`src/rtl/mipi_cam_seq.sv`:
```
// MIPI CSI-2 camera bring-up / run-time sequencer.
// Power-up -> reset release -> register table streaming -> RX enable -> frame watchdog,
// with power-cycle retry and a sticky fault after MAX_RETRY failed attempts.
// Every timed state dwells exactly its parameter's cycle count (timer loaded with N-1),
// so cfg_valid first asserts PWR_WAIT_CYC + RST_WAIT_CYC + 1 clocks after the edge
// that samples start, and a watchdog fires exactly N clocks after its (re)load.
module mipi_cam_seq #(
  parameter int unsigned PWR_WAIT_CYC      = 500000,
  parameter int unsigned RST_WAIT_CYC      = 100000,
  parameter int unsigned NUM_REGS          = 64,
  parameter int unsigned CFG_TIMEOUT_CYC   = 50000,
  parameter int unsigned FRAME_TIMEOUT_CYC = 5000000,
  parameter int unsigned MAX_RETRY         = 3
) (
  input  logic        clk_50m,
  input  logic        rst_n,
  input  logic        start,
  input  logic        stop,
  output logic        sensor_pwdn,
  output logic        sensor_rst_n,
  output logic [7:0]  tbl_idx,
  input  logic [23:0] tbl_entry,
  output logic        cfg_valid,
  input  logic        cfg_ready,
  output logic [15:0] cfg_addr,
  output logic [7:0]  cfg_data,
  input  logic        cfg_done,
  input  logic        cfg_err,
  output logic        rx_enable,
  input  logic        frame_start,
  output logic        streaming,
  output logic        busy,
  output logic        fault,
  output logic [1:0]  retry_cnt,
  output logic [2:0]  state
);

  localparam int unsigned MAX_A    = (PWR_WAIT_CYC > RST_WAIT_CYC) ? PWR_WAIT_CYC : RST_WAIT_CYC;
  localparam int unsigned MAX_B    = (CFG_TIMEOUT_CYC > FRAME_TIMEOUT_CYC) ? CFG_TIMEOUT_CYC : FRAME_TIMEOUT_CYC;
  localparam int unsigned MAX_WAIT = (MAX_A > MAX_B) ? MAX_A : MAX_B;
  localparam int unsigned TW       = $clog2(MAX_WAIT) + 1;

  localparam logic [TW-1:0] PWR_LOAD   = TW'(PWR_WAIT_CYC - 1);
  localparam logic [TW-1:0] RST_LOAD   = TW'(RST_WAIT_CYC - 1);
  localparam logic [TW-1:0] CFG_LOAD   = TW'(CFG_TIMEOUT_CYC - 1);
  localparam logic [TW-1:0] FRAME_LOAD = TW'(FRAME_TIMEOUT_CYC - 1);
  localparam logic [1:0]    RETRY_LAST = 2'(MAX_RETRY - 1);
  localparam logic [1:0]    RETRY_SAT  = 2'(MAX_RETRY);
  localparam logic [7:0]    IDX_END    = 8'(NUM_REGS);

  typedef enum logic [2:0] {
    S_IDLE      = 3'd0,
    S_PWR_UP    = 3'd1,
    S_RST_REL   = 3'd2,
    S_CFG_ISSUE = 3'd3,
    S_CFG_WAIT  = 3'd4,
    S_RX_WAIT   = 3'd5,
    S_STREAM    = 3'd6,
    S_FAULT     = 3'd7
  } state_t;

  state_t        st;
  logic [TW-1:0] timer;
  logic          timer_zero;
  logic          tbl_end;
  logic          fail_evt;

  assign state = st;

  // Decode of end-of-table and the per-state failure conditions.
  always_comb begin
    timer_zero = (timer == '0);
    tbl_end    = (tbl_entry[23:8] == 16'hFFFF) || (tbl_idx == IDX_END);
    fail_evt   = 1'b0;
    case (st)
      // done+err together counts as a failure; done wins over a simultaneous timeout
      S_CFG_WAIT: fail_evt = cfg_err || (!cfg_done && timer_zero);
      S_RX_WAIT:  fail_evt = !frame_start && timer_zero;
      S_STREAM:   fail_evt = !frame_start && timer_zero;
      default:    fail_evt = 1'b0;
    endcase
  end

  // Sequencer FSM with registered outputs and the shared wait/watchdog timer.
  always_ff @(posedge clk_50m or negedge rst_n) begin
    if (!rst_n) begin
      st           <= S_IDLE;
      sensor_pwdn  <= 1'b1;
      sensor_rst_n <= 1'b0;
      rx_enable    <= 1'b0;
      cfg_valid    <= 1'b0;
      cfg_addr     <= '0;
      cfg_data     <= '0;
      tbl_idx      <= '0;
      streaming    <= 1'b0;
      busy         <= 1'b0;
      fault        <= 1'b0;
      retry_cnt    <= '0;
      timer        <= '0;
    end else if (stop) begin
      st           <= S_IDLE;
      sensor_pwdn  <= 1'b1;
      sensor_rst_n <= 1'b0;
      rx_enable    <= 1'b0;
      cfg_valid    <= 1'b0;
      tbl_idx      <= '0;
      streaming    <= 1'b0;
      busy         <= 1'b0;
      fault        <= 1'b0;
      retry_cnt    <= '0;
      timer        <= '0;
    end else if (fail_evt) begin
      // failure: either latch the fault or power-cycle with a one-cycle pwdn pulse
      sensor_rst_n <= 1'b0;
      rx_enable    <= 1'b0;
      cfg_valid    <= 1'b0;
      tbl_idx      <= '0;
      streaming    <= 1'b0;
      sensor_pwdn  <= 1'b1;
      if (retry_cnt == RETRY_LAST) begin
        st        <= S_FAULT;
        retry_cnt <= RETRY_SAT;
        fault     <= 1'b1;
        busy      <= 1'b0;
        timer     <= '0;
      end else begin
        st        <= S_PWR_UP;
        retry_cnt <= retry_cnt + 2'd1;
        busy      <= 1'b1;
        timer     <= PWR_LOAD;
      end
    end else begin
      case (st)
        S_IDLE, S_FAULT: begin
          if (start) begin
            st           <= S_PWR_UP;
            sensor_pwdn  <= 1'b0;
            sensor_rst_n <= 1'b0;
            rx_enable    <= 1'b0;
            tbl_idx      <= '0;
            busy         <= 1'b1;
            fault        <= 1'b0;
            retry_cnt    <= '0;
            timer        <= PWR_LOAD;
          end
        end
        S_PWR_UP: begin
          sensor_pwdn <= 1'b0;
          if (timer_zero) begin
            st           <= S_RST_REL;
            sensor_rst_n <= 1'b1;
            timer        <= RST_LOAD;
          end else begin
            timer <= timer - 1'b1;
          end
        end
        S_RST_REL: begin
          if (timer_zero) begin
            st      <= S_CFG_ISSUE;
            tbl_idx <= '0;
          end else begin
            timer <= timer - 1'b1;
          end
        end
        S_CFG_ISSUE: begin
          if (!cfg_valid) begin
            if (tbl_end) begin
              st        <= S_RX_WAIT;
              rx_enable <= 1'b1;
              timer     <= FRAME_LOAD;
            end else begin
              cfg_addr  <= tbl_entry[23:8];
              cfg_data  <= tbl_entry[7:0];
              cfg_valid <= 1'b1;
            end
          end else if (cfg_ready) begin
            cfg_valid <= 1'b0;
            st        <= S_CFG_WAIT;
            timer     <= CFG_LOAD;
          end
        end
        S_CFG_WAIT: begin
          if (cfg_done) begin
            st      <= S_CFG_ISSUE;
            tbl_idx <= tbl_idx + 8'd1;
          end else begin
            timer <= timer - 1'b1;
          end
        end
        S_RX_WAIT: begin
          if (frame_start) begin
            st        <= S_STREAM;
            streaming <= 1'b1;
            busy      <= 1'b0;
            timer     <= FRAME_LOAD;
          end else begin
            timer <= timer - 1'b1;
          end
        end
        S_STREAM: begin
          if (frame_start) begin
            timer <= FRAME_LOAD;
          end else begin
            timer <= timer - 1'b1;
          end
        end
        default: st <= S_IDLE;
      endcase
    end
  end

endmodule

```
`config.mk`:
```
export PLATFORM = sky130hd
export DESIGN_NAME = mipi_cam_seq
export DESIGN_NICKNAME = d
export VERILOG_FILES = /design/src/rtl/mipi_cam_seq.sv
export SDC_FILE = /design/constraint.sdc
export NUM_CORES = 1
export LEC_CHECK = 0
export ABC_CLOCK_PERIOD_IN_PS = 5900
export CORE_MARGIN = 2
export CORE_UTILIZATION = 55
export CTS_CLUSTER_SIZE = 25
export DETAILED_ROUTE_END_ITERATION = 6
export DONT_BUFFER_PORTS = 1
export PLACE_DENSITY = 0.81
export RECOVER_POWER = 25
export SYNTH_ARGS = -nofsm -noshare
export SYNTH_HDL_FRONTEND = slang
export SYNTH_SLANG_ARGS = --single-unit
```
`constraint.sdc`:
```
create_clock -name clk_50m -period 5.9 [get_ports clk_50m]
set_input_delay 0.295 -clock clk_50m [delete_from_list [all_inputs] [get_ports clk_50m]]
set_output_delay 0.295 -clock clk_50m [all_outputs]
set_load 0.005 [all_outputs]
```
==> out/metrics.yaml, run 1 <==
dpl_cell_area_um2: 4180
rsz0062_at_grt: "false"
numCtsBuffers: 9
syn_to_final_growth_pct: 4.97
p_sw_mw: 0.779
pwr-share-clk: 0.229
portBuffers: 0
cts.htree.levels: 3
reg2reg_slack_ns: 2.87
totalWireLength_um: 10800
fmax_ghz: 0.268
crit_type: "input port to async pin"
cp_cell_sequence: "dlygate4sd3_1 > clkbuf_1"
io_pins: 76
cp_slowest_stage_delay_ns: 2.52
via_per_inst: 6.84
ys_ff_latch: 68
antenna_found_initial: 0
seqCellArea_um2: 1700
peakVddDrop_mv: 0.218
slew_violations: 69
clk_latency_ns: 0.37
total_power_mw: 1.83
die_h_um: 91.4
final_antenna_net_count: 0
drive_gt1_frac: 0.133
synth-simple-area-share: 0.227
finalSetupViolCount: 0
core_um2: 7330
overflow: 0
cts_tree: "built"
hold_viol: 0
synth_cell_types: 85
worst_setup_path_start_kind: "input port"
synth_nets: 461
drc: 0
critPathTopFamily: "buffers and inverters"
hp-class: "input port to register"
share_seq_of_total_power: 0.397
cts_hold_buf: 3
cp.arrival_ns: 3.39
violations: "max-capacitance violations, max-slew violations"
grt_pass1_wl_um: 17600
max_slew_margin: -1.40
cp_max_fo: 68
finalCriticalPeriod_ns: 3.73
vias: 3563
critical_path_buf_inv_count: 2
clkSlewWorstSetupHoldPaths_ns: 0.08
max_cap_viol_count: 1
dr.pass1.iters: 5
slowest_stage: "clkbuf_1"
ys_async_sr_fraction: 1.00
root_buffer: "clkbuf_8"
cts_resized: 0
start_util: 0.573
wire_per_inst_um: 20.8
setup-tns-final_ns: 0
fin_skew_ns: 0.0144
placementRows: 31
ys_warn_count: 0
ys_seq_area_frac: 0.405
gp_congestion: 0.951
worst_slew_pin_slew_ns: 3.60
grt_pass1_vias: 3467
dieArea_um2: 8360
clock_path_buffers: 2
synth_top_family_by_area: "simple AND/OR/NAND/NOR gates"
num_antenna_cells: 0
post_cts_buffers: 0
leakage_nw: 1.80
netlist_area_um2: 4200
fill_cells: 596
synthMuxAreaShare: 0.0744
die_w_um: 91.4
synth-compound-area-share: 0.216
grt_util_all_layers: 0.264
multi_input_area_um2: 2310
required_ns: 5.55
synthXorXnorAreaFrac: 0.0208
status: "finished, violations left"
synthFlopType: "dfrtp_1"
power.density_nw_per_um2: 415
nets: 453
fin_area_um2: 4410
worst_setup_path_end_kind: "async pin"
swShare: 0.426
syn_inst: 425
post-dp-hpwl_um: 7390
clock-sinks: 68
fin_crit_sh: 0.633
synthAdderAreaFrac: 0.0119
avgSynthCellArea_um2: 9.89
p_int_mw: 1.05
power_frac_comb: 0.374
grt_max_degree: 69
fin_util: 0.602
dr.first_iter.drc_count: 370
synth_edf_count: 0
==> worst paths after layout <==
path                        startpoint          end  cells after the start
max                              rst_n    cfg_valid                      2
min reg2reg                cfg_addr[3]  cfg_addr[3]                      1
min in group asynchronous        rst_n    timer[20]                      2
max in group clk_50m         timer[15]   tbl_idx[0]                      7
min                               stop     state[1]                      1
max reg2reg                  timer[15]   tbl_idx[0]                      7
==> layer usage <==
layer,GRT usage,routed length (µm),part of all wire,vias to the layer above
met1,0.361,4620,0.43,1754
met2,0.401,5040,0.47,189
li1,-,-,-,1597
met5,0,0,0,-
met4,0.0997,216,0.020,0
met3,0.0689,941,0.087,23
==> logic make-up after synthesis <==
kind of cell / after synthesis
muxes: 28
buffers and inverters: 32
adders and majority gates: 4
xor gates and xnor gates: 10
AOI/OAI and AO/OA: 121
and+or+nand+nor: 162
DFF: 68
==> cell usage in the layout, fill, tap and decap left out, drive strengths merged, types with 10 or more instances in the layout <==
master  instances
dfrtp          67
nor2           31
mux2           26
nand2          25
nor3           25
a21oi          22
o21ai          21
inv            12
nand3          10
clkbuf         10
==> power by group through the flow <==
stage | Sequential (mW) | Combinational, mW | Clock (mW)
floorplan | 0.666 | 0.575 | 0
global placement | 0.725 | 0.636 | 0
detailed placement | 0.731 | 0.653 | 0
CTS | 0.724 | 0.671 | 0.421
global route | 0.743 | 0.746 | 0.441
finish | 0.725 | 0.685 | 0.419
==> cell usage after synthesis, types with 5 or more instances <==
library cell  number  share of area
nor3_1            23          0.027
clkbuf_1           9         0.0080
a21o_1             5         0.0089
o22ai_1            7          0.010
nand2_1           24          0.021
a31oi_1            5         0.0074
or3_1              6         0.0089
o21ai_0           17          0.020
o2bb2ai_1          6          0.013
a211o_1            5          0.010
xor2_1             6          0.013
nand2b_1           9          0.013
nand3_1            9          0.011
nand4_1            7          0.010
buf_6              6          0.016
nor4_1             6         0.0089
dfrtp_1           67           0.40
nor2b_1            5         0.0074
mux2_1            20          0.054
a21oi_1           21          0.025
inv_1              8         0.0071
and3_1             7          0.010
mux2_2             6          0.016
nor2_1            31          0.028
==> through the flow <==
| step | hold slack [ns] | setup slack [ns] | instances |
|---|---|---|---|
| after floorplan | -0.000591 | 3.40 | 425 |
| after global placement | 0.00287 | 3.00 | 502 |
| after detailed placement | 0.00274 | 2.92 | 502 |
| after CTS | 0.0146 | 2.90 | 521 |
| after global routing | 0.0339 | 1.39 | 521 |
| final | 0.0212 | 2.17 | 521 |
==> flip-flops by register name, indices dropped and copies added, names as in the netlist, 2 cells and up <==
| signal | flops |
|---|---|
| cfg_addr | 16 |
| timer | 24 |
| retry_cnt | 2 |
| state | 3 |
| tbl_idx | 8 |
| cfg_data | 8 |
==> area by class of cell <==
type	instances	share of cell area
timing repair buffer	5	0.00879
sequential	68	0.386
multi-input combinational	325	0.524
clock inverter	7	0.0187
clock buffer	9	0.0281
inverter	8	0.00681
tap	99	0.0281
(Power assumes the default switching activity.)
==> run 2, diff against run 1 <==
Settings changed: ABC_CLOCK_PERIOD_IN_PS 5900 to 3400, PLACE_DENSITY 0.81 to 0.84.
Clock period 5.9 ns to 3.4 ns, I/O delays scaled along.
==> run 2 against run 1 <==
Effect of this change: the flow still finishes with violations (max-capacitance violations, max-slew violations); critical path depth increased by 4; global-route usage increased by 1.9 points; wire length increased by 6.0%; cell area increased by 6.5%; critical endpoint is now cfg_addr[1].
==> out/metrics.yaml, run 2 (synthesized netlist as in run 1, its figures left out) <==
max_slew_margin: -0.0972  # +1.31
overflow: 0  # unchanged
fin_util: 0.641  # +0.0393
drc: 0  # unchanged
portBuffers: 0  # unchanged
cp_max_fo: 24  # -65%
die_h_um: 91.4  # unchanged
crit_type: "register to register"
post-dp-hpwl_um: 7620  # +3.2%
max_cap_viol_count: 1  # unchanged
dr.pass1.iters: 6  # +1
largest-register: "timer"
power.density_nw_per_um2: 701  # +69%
grt_max_degree: 69  # unchanged
wire_per_inst_um: 21.0  # +1.1%
nets: 478  # +5.5%
setup-tns-final_ns: 0  # unchanged
post_cts_buffers: 0  # unchanged
placementRows: 31  # unchanged
status: "finished, violations left"
vias: 3700  # +3.8%
finalSetupViolCount: 0  # unchanged
biggestRegsByFlops: "timer (24), cfg_addr (16)"
finalCriticalPeriod_ns: 2.95
holdPathStages: 2  # +1
clock_path_buffers: 2  # unchanged
dr.first_iter.drc_count: 422  # +14%
seqCellArea_um2: 1700  # unchanged
total_power_mw: 3.29  # +80%
final_antenna_net_count: 0  # unchanged
cts_tree: "built"
cp_cell_sequence: "nor4_1 > and4_2 > a31oi_4 > o21ai_4 > nand4b_4 > mux2_1"
critical_path_buf_inv_count: 0  # -2
crit-reg2reg-launch: "timer[15]"
clkSlewWorstSetupHoldPaths_ns: 0.08  # about the same
slowest_stage: "nor4_1"
antenna_found_initial: 0  # unchanged
violations: "max-capacitance violations, max-slew violations"
grt_util_all_layers: 0.283  # +0.0189
grt_pass1_vias: 3729  # +7.6%
required_ns: 3.62  # -1.93 ns
io_pins: 76  # unchanged
worst_setup_path_start_kind: "register"
fmax_ghz: 0.339
gp_congestion: 0.935  # -1.7%
syn_to_final_growth_pct: 11.8
clk_latency_ns: 0.35  # -0.02 ns
reg2reg_slack_ns: 0.45  # -2.42 ns
cts.htree.levels: 3  # unchanged
numCtsBuffers: 9  # unchanged
totalWireLength_um: 11500  # +6.0%
fin_ws_ns: 0.450  # -1.72 ns
fin_crit_sh: 0.868
timing.rr.end: "cfg_addr[1]"
cp_slowest_stage_delay_ns: 0.56  # -1.96 ns
fill_cells: 556  # -6.7%
pre_cts_ws_ns: 0.524  # -2.39 ns
start_util: 0.573  # unchanged
rsz0062_at_grt: "false"
num_antenna_cells: 0  # unchanged
rr_worst_depth: 6  # -1
hp-start: "stop"
hp-class: "input port to register"
hold_path_end: "timer[13]"
leakage_nw: 1.93  # +7.3%
drive_gt1_frac: 0.130  # -0.00295
via_per_inst: 6.78  # -0.91%
critPathTopFamily: "simple AND/OR/NAND/NOR gates"
cts_resized: 0  # unchanged
die_w_um: 91.4  # unchanged
worst_setup_path_end_kind: "register"
multi_input_area_um2: 2310  # unchanged
largest_reg_flops: 24  # unchanged
peakVddDrop_mv: 0.372  # +71%
clock-sinks: 68  # unchanged
cp.arrival_ns: 3.17  # -0.22 ns
holdWs_ns: 0.0409  # +0.0198 ns
fin_skew_ns: 0.0141  # -0.000235 ns
slew_violations: 69  # unchanged
root_buffer: "clkbuf_8"
layout_commonest_cell: "dfrtp_1"
hold_viol: 0  # unchanged
grt_pass1_wl_um: 18900  # +7.2%
worst_slew_pin_slew_ns: 1.65  # -1.96 ns
final_cell_mix: "67 x dfrtp_1, 31 x nor2_1, 26 x dlygate4sd3_1"
core_um2: 7330  # unchanged
dieArea_um2: 8360  # unchanged
==> run 2: worst max path at each step <==
stage,depth (start not counted),to,from
floorplan,8,cfg_addr[0],timer[3]
global placement,6,cfg_data[1],timer[3]
detailed placement,6,cfg_data[0],timer[3]
CTS,6,cfg_addr[11],timer[3]
global route,6,cfg_addr[3],timer[3]
finish,6,cfg_addr[1],timer[15]
==> run 2: stage by stage <==
stage,area [µm²],cells
global placement,4200,503
detailed placement,4200,503
floorplan,4200,425
CTS,4720,546
finish,4700,546
global route,4700,546
==> run 2: worst register-to-register path, cell delays in order, from the launching register on <==
cell and delay [ns]:
dfrtp_1 0.44, nor4_1 0.57, and4_2 0.47, a31oi_4 0.15
o21ai_4 0.38, nand4b_4 0.44, mux2_1 0.39
==> run 2: what timing repair did <==
item | CTS | global route
endpoints found under the setup margin | 0 | 0
hold endpoints to repair | 98 | 0
hold buffers | 27 | 0
==> run 2: final cells by class <==
cell class / count / share of cell area
Clock buffer: 10 / 0.0293
Clock inverter: 6 / 0.0202
Inverter: 8 / 0.00639
Multi-Input combinational cell: 325 / 0.491
Sequential cell: 68 / 0.362
Tap cell: 99 / 0.0264
Timing Repair Buffer: 30 / 0.0639
==> run 2: power by group <==
| part | internal, mW | switching, mW |
|---|---|---|
| clock network | 0.440 | 0.337 |
| logic | 0.495 | 0.766 |
| registers | 1.00 | 0.254 |
| total | 1.94 | 1.36 |
==> run 2: per-layer routing <==
| metal | vias to the layer above | GRT usage | share of wire |
|---|---|---|---|
| li1 | 1646 | - | - |
| met1 | 1790 | 0.361 | 0.39 |
| met2 | 242 | 0.447 | 0.48 |
| met3 | 22 | 0.100 | 0.11 |
| met4 | 0 | 0.0922 | 0.018 |
| met5 | - | 0 | 0 |
